**src/rtl/load_store_unit.sv**
```systemverilog
// Load/store unit: turns RV32I load/store requests into single-beat memory bus
// transactions, stalling the core until the bus acknowledges.
module load_store_unit (
  input  logic        clk,
  input  logic        reset,
  input  logic        mem_read,
  input  logic        mem_write,
  input  logic [2:0]  funct3,
  input  logic [31:0] addr,
  input  logic [31:0] wdata,
  output logic        stall,
  output logic [31:0] rdata,
  output logic        done,
  output logic        err,
  output logic        bus_req,
  output logic        bus_we,
  output logic [31:0] bus_addr,
  output logic [31:0] bus_wdata,
  output logic [3:0]  bus_be,
  input  logic        bus_ready,
  input  logic [31:0] bus_rdata
);

  typedef enum logic [1:0] {IDLE, ACCESS, RESP} state_t;

  typedef struct packed {
    logic [31:0] addr;
    logic [31:0] wdata;
    logic [2:0]  funct3;
    logic        we;
  } req_t;

  state_t state_q, state_d;
  req_t   req_q;
  logic   f3_ok, aligned, any_req, legal_req;
  logic [15:0] lane;
  logic [31:0] load_val;

  // Unsigned variants (funct3[2]) exist only for byte/halfword loads.
  always_comb begin
    f3_ok   = (funct3[1:0] != 2'b11) && !(funct3[2] && (funct3[1] || mem_write));
    aligned = 1'b0;
    case (funct3[1:0])
      2'b00:   aligned = 1'b1;
      2'b01:   aligned = ~addr[0];
      2'b10:   aligned = (addr[1:0] == 2'b00);
      default: aligned = 1'b0;
    endcase
    any_req   = mem_read | mem_write;
    legal_req = (mem_read ^ mem_write) && f3_ok && aligned;
  end

  always_ff @(posedge clk or posedge reset) begin
    if (reset) state_q <= IDLE;
    else       state_q <= state_d;
  end

  always_comb begin
    state_d = state_q;
    case (state_q)
      IDLE:    if (legal_req) state_d = ACCESS;
      ACCESS:  if (bus_ready) state_d = RESP;
      RESP:    state_d = IDLE;
      default: state_d = IDLE;
    endcase
  end

  always_comb begin
    stall   = ((state_q == IDLE) && legal_req) || (state_q == ACCESS);
    err     = (state_q == IDLE) && any_req && !legal_req;
    bus_req = (state_q == ACCESS);
    done    = (state_q == RESP);
  end

  // Bus-side lane steering, all from the captured request so it holds steady.
  always_comb begin
    bus_we   = req_q.we;
    bus_addr = {req_q.addr[31:2], 2'b00};
    case (req_q.funct3[1:0])
      2'b00: begin
        bus_be    = 4'b0001 << req_q.addr[1:0];
        bus_wdata = {4{req_q.wdata[7:0]}};
      end
      2'b01: begin
        bus_be    = req_q.addr[1] ? 4'b1100 : 4'b0011;
        bus_wdata = {2{req_q.wdata[15:0]}};
      end
      default: begin
        bus_be    = 4'b1111;
        bus_wdata = req_q.wdata;
      end
    endcase
  end

  always_comb begin
    case (req_q.addr[1:0])
      2'b00:   lane = bus_rdata[15:0];
      2'b01:   lane = {8'h00, bus_rdata[15:8]};
      2'b10:   lane = bus_rdata[31:16];
      default: lane = {8'h00, bus_rdata[31:24]};
    endcase
    case (req_q.funct3)
      3'b000:  load_val = {{24{lane[7]}}, lane[7:0]};
      3'b001:  load_val = {{16{lane[15]}}, lane};
      3'b100:  load_val = {24'h0, lane[7:0]};
      3'b101:  load_val = {16'h0, lane};
      default: load_val = bus_rdata;
    endcase
  end

  always_ff @(posedge clk or posedge reset) begin
    if (reset) begin
      req_q <= '0;
      rdata <= '0;
    end else begin
      if (state_q == IDLE && legal_req)
        req_q <= '{addr: addr, wdata: wdata, funct3: funct3, we: mem_write};
      if (state_q == ACCESS && bus_ready && !req_q.we)
        rdata <= load_val;
    end
  end

endmodule

```
**config.mk**
```make
export PLATFORM = sky130hd
export DESIGN_NAME = load_store_unit
export DESIGN_NICKNAME = d
export VERILOG_FILES = /design/src/rtl/load_store_unit.sv
export SDC_FILE = /design/constraint.sdc
export NUM_CORES = 1
export LEC_CHECK = 0
export ABC_AREA = 1
export CAP_MARGIN = 10
export CORE_ASPECT_RATIO = 0.8
export CORE_MARGIN = 2
export CORE_UTILIZATION = 25
export DETAILED_ROUTE_END_ITERATION = 6
export HOLD_SLACK_MARGIN = 0.1
export PLACE_DENSITY = 0.6
export SYNTH_ARGS = -nofsm -noshare
export SYNTH_HDL_FRONTEND = slang
export SYNTH_SLANG_ARGS = --single-unit
```
**constraint.sdc**
```tcl
create_clock -name clk -period 4.1 [get_ports clk]
set_clock_uncertainty 0.1 [all_clocks]
set_input_delay 1.23 -clock clk [delete_from_list [all_inputs] [get_ports clk]]
set_output_delay 1.23 -clock clk [all_outputs]
set_load 0.01 [all_outputs]
```
After elaboration in Yosys (flattened, before gate mapping)
Cells that the tools add are included.
Operators by class
  add/sub/neg operators: 0
  multiply operators: 0
  divide/modulo/power cells: 0
  $lt $le $gt $ge: 0
  equal/unequal tests: 13
  shift-type cells: 1
  multiplexer cells: 9
  bitwise logic cells: 3
  reductions and logical operators: 21
Operator list (count)
  $pmux 32 s4: 1
  $pmux 32 s2: 1
  $pmux 16 s3: 1
  $logic_not 2->1: 5
  $logic_and 1x1->1: 9
  $eq 2x1->1 const B: 4
  $pmux 4 s2: 1
  $eq 2x2->1 const B: 3
  $eq 3x3->1 const B: 2
  $mux 2: 2
  $mux 4: 1
  $ne 2x2->1 const B: 2
  $pmux 2 s2: 1
  $shl 1x2->4 const A: 1
  $eq 3x1->1 const B: 1
  $logic_not 1->1: 3
  $logic_not 3->1: 1
  $pmux 1 s3: 1
  $logic_or 1x1->1: 2
  $ne 2x1->1 const B: 1
  $reduce_and 2->1: 1
  $not 1->1: 1
  $or 1x1->1: 1
  $xor 1x1->1: 1
Storage, ports and cells
  bits in registers: 102
  bits in latches: 0
  bits in writable memories: 0
  ROM bits: 0
  bits of input ports: 104
  output and inout bits: 105
  word-level logic and storage cells: 53
  memories: 0

Depth between registers and ports, before layout
  depth in word-level cells: 8
  mapped depth: 9

Least setup slack after synthesis
No wires, ideal clock.
  path kind: input to output
  from: input mem_read
  to: output stall
  data arrival time: 1993 ps
  setup slack: 777 ps
  cell stages on the path: 5
  buffers on the path: 1
  path through: inv_1 > ha_1 > nand3_1 > clkbuf_1 > nand2_1
On the way
  longest elaborated chain between the ends: 5
RTL lines
  start, declared: RTL line 6  | input logic mem_read,
  $xor 1x1->1: RTL line 50  | legal_req = (mem_read ^ mem_write) && f3_ok && aligned;
  $logic_and 1x1->1 (2 in series): RTL line 50
  $logic_and 1x1->1: RTL line 69  | stall = ((state_q == IDLE) && legal_req) || (state_q == ACCESS);
  $logic_or 1x1->1: RTL line 69
  end, declared: RTL line 11  | output logic stall,
Every way passes these cells.

Final worst setup path
  from: input mem_write
  to: output stall
On the way
  longest elaborated chain between the ends: 8
RTL lines
  start, declared: RTL line 7  | input logic mem_write,
  $logic_or 1x1->1: RTL line 41  | f3_ok = (funct3[1:0] != 2'b11) && !(funct3[2] && (funct3[1] || mem_write));
  $logic_and 1x1->1: RTL line 41
  $logic_not 1->1: RTL line 41
  $logic_and 1x1->1: RTL line 41
  $logic_and 1x1->1 (*) (2 in series): RTL line 50
  $logic_and 1x1->1 (*): RTL line 69
  $logic_or 1x1->1 (*): RTL line 69
Mark *: on every way between the ends. The rest lies on a longest branch, timed or not.

==> flow_summary.ini <==
[die]
coreArea_mm2 = 0.02162
fp-row-count = 48
fp.dieArea_mm2 = 0.02327
die_w_um = 170.1
boundaryPins = 209
start_util_pct = 25.51
die_h_um = 136.9

[timing]
tightest_slew_ns = 0.9311
max_freq_mhz = 256.5
finalSetupViolCount = 0
post-route-period-util_pct = 95.08
fin_ws_ns = 0.2019
min_period_ns = 3.898
whs_ns = 0.3849
finalMaxSlewViolations = 0
rsz0062_at_grt = false
slew_headroom_pct = 37.93
hold_viol = 0

[setup_path]
rrSetupSlack_ns = 1.84
crit_path_max_fanout = 2
timing.rr.start = state_q[1]
crit_cells = 6
worst-path-buf-inv = 3
worst_setup_path_start_kind = primary input
worstRegToRegCells = 5
crit_required_ns = 2.77
end_kind = primary output
crit_end = stall
crit_slowest_cell = clkdlybuf4s50_1
path_cells = clkdlybuf4s50_1 -> inv_1 -> ha_1 -> nand3_4 -> nand2_1 -> dlygate4sd2_1
critical_path_class = primary input to primary output
critical-path-top-delay-family = buffers and inverters
rr_endpoint = req_q[9]
crit_arrival_ns = 2.57
startpoint = mem_write
critPathMaxStageDelay_ns = 0.48

[cts]
insertion_delay_ns = 0.35
clk_path_buf_depth = 2
clk_pin_slew_ns = 0.08
cts_tree = done
hold_buffers = 0
root_buffer = clkbuf_16
cts.sinks = 102
numCtsBuffers = 9
htreeDepth = 3

[global_routing]
grt_pass1_vias = 4766
grt_max_degree = 101
grt_usage_pct = 14.80
antenna_found_initial = 0
grt_overflow = 0
grt_pass1_wl_mm = 26.37

[run_status]
status = finished, final reports clean

[logic_synthesis]
yosys.cell_types.count = 28
synthArstFlopShare_pct = 100.0
yosysWarnings = 0
ys.flop_type = dfrtp_1
synth_area_per_cell_um2 = 7.845
syn_area_mm2 = 0.005515
synth_seq_area_share_pct = 46.28
synth_edf_count = 0
ys_ff_latch = 102
synthCells = 703

[routing]
viasPerCell = 4.270
first_pass_iters = 4
num_vias = 4859
wl_per_cell_um = 14.90
route.detailed.drc = 0
final_antenna_net_count = 0
drt-initial-drc-count = 349
wl_mm = 16.95

[placement]
dpl.hpwl_mm = 12.72
portBuffers = 206
gp_congestion = 0.8609
placed_area_mm2 = 0.007540
dp_slack_ns = -0.2638

[cells_and_area]
regArea_mm2 = 0.002554
fin_area_mm2 = 0.007853
syn_to_final_growth_pct = 42.38
fin_nets = 963
drive_gt1_share_pct = 9.849
fillers = 2253
multi_input_area_mm2 = 0.002053
num_antenna_cells = 0

[pwr]
power.density_mw_per_mm2 = 640.3
ir_drop_mv = 0.2283
power.total_mw = 5.028
p_leak_nw = 3.758

[hold_path]
hp-class = register to register

[job]
drv_cap = 0
report_power, final:
part | internal (mW) | switching [mW] | total, mW
clock network | 0.502 | 0.426 | 0.928
logic | 1.23 | 1.17 | 2.40
registers | 1.40 | 0.304 | 1.70
total | 3.13 | 1.90 | 5.03
area by class of cell:
class | instances | area share [%]
Sequential cell | 102 | 32.52
Timing Repair Buffer | 218 | 27.49
Multi-Input combinational cell | 415 | 26.15
Inverter | 112 | 5.449
Tap cell | 275 | 4.382
Clock buffer | 10 | 3.043
Clock inverter | 6 | 0.9720
synthesized netlist by cell type, drive strengths merged, types with 2 or more instances:
master	count	area (µm²)
a21oi	43	219.0
buf	65	466.7
clkbuf	10	37.54
clkinv	2	7.510
dfrtp	102	2552
inv	110	417.9
nand2	196	753.2
nand3	27	237.7
nor2	20	117.6
o211ai	14	105.1
o21ai	95	475.5
or2	17	108.9
kinds of logic after synthesis:
group / count (synthesis) / synth area share [%]
adders and majority gates: 1 / 0.2268
buffers and inverters: 187 / 16.86
AOI/OAI and AO/OA: 152 / 14.50
DFF: 102 / 46.28
and+or+nand+nor: 260 / 22.07
other: 1 / 0.06799
registers in the layout, summed over array words and instances, names as in the netlist:
| register | flops |
|---|---|
| bus_addr | 30 |
| bus_we | 1 |
| rdata | 32 |
| req_q | 37 |
| state_q | 2 |
how the worst min path moves through the flow:
stage | from | cells past startpoint | slack (ns) | to
after floorplan | req_q[12] | 2 | 0.36 | req_q[12]
after global placement | rdata[10] | 2 | 0.37 | rdata[10]
after detailed placement | rdata[11] | 2 | 0.37 | rdata[11]
after CTS | rdata[14] | 2 | 0.39 | rdata[14]
after global routing | rdata[13] | 2 | 0.40 | rdata[13]
final | rdata[14] | 2 | 0.38 | rdata[14]
stage by stage:
stage,std cells,util (%),setup TNS [ns]
2_1_floorplan,704,-,0
3_3_place_gp,1122,34.87,-0.3808
3_5_place_dp,1122,34.87,-0.3941
4_1_cts,1138,36.34,0
5_1_grt,1138,36.32,0
6_report,1138,36.32,0
worst register-to-register path: stages, from the launching register on:
cell and delay, ns:
dfrtp_1 0.41, nor2_1 0.12, nand3_4 0.11, buf_4 0.34, buf_4 0.79, o21ai_0 0.24
metal layers:
metal | vias up | part of all wire [%] | GRT usage (%) | wire (µm)
li1 | 2459 | - | - | -
met3 | 9 | 8.9 | 5.495 | 1513
met4 | 0 | 0.85 | 3.419 | 144
met2 | 165 | 43 | 22.45 | 7363
met5 | - | 0 | 0 | 0
met1 | 2226 | 47 | 20.04 | 7933
timing repair:
item	in CTS	in global routing
resized for setup	3	2
setup buffers	0	0
endpoints found under the setup margin	2	1
cell usage in the layout, fill, tap and decap left out, types with 2 or more instances in the layout:
master / synthesis / layout
a21oi_1: 42 / 42
buf_4: 41 / 11
clkbuf_16: 0 / 9
clkdlybuf4s50_1: 0 / 204
clkinv_1: 2 / 2
clkinv_4: 0 / 2
conb_1: 1 / 2
dfrtp_1: 102 / 101
inv_1: 105 / 104
inv_2: 3 / 3
inv_4: 2 / 3
inv_6: 0 / 2
nand2_1: 193 / 193
nand2_4: 2 / 2
nand3_1: 8 / 7
nand3_2: 18 / 18
nand3_4: 1 / 2
nor2_1: 13 / 13
nor2_2: 2 / 2
nor2_4: 5 / 5
o211ai_1: 14 / 14
o21ai_0: 33 / 33
o21ai_1: 62 / 61
or2_2: 16 / 16
(Power assumes the default switching activity.)
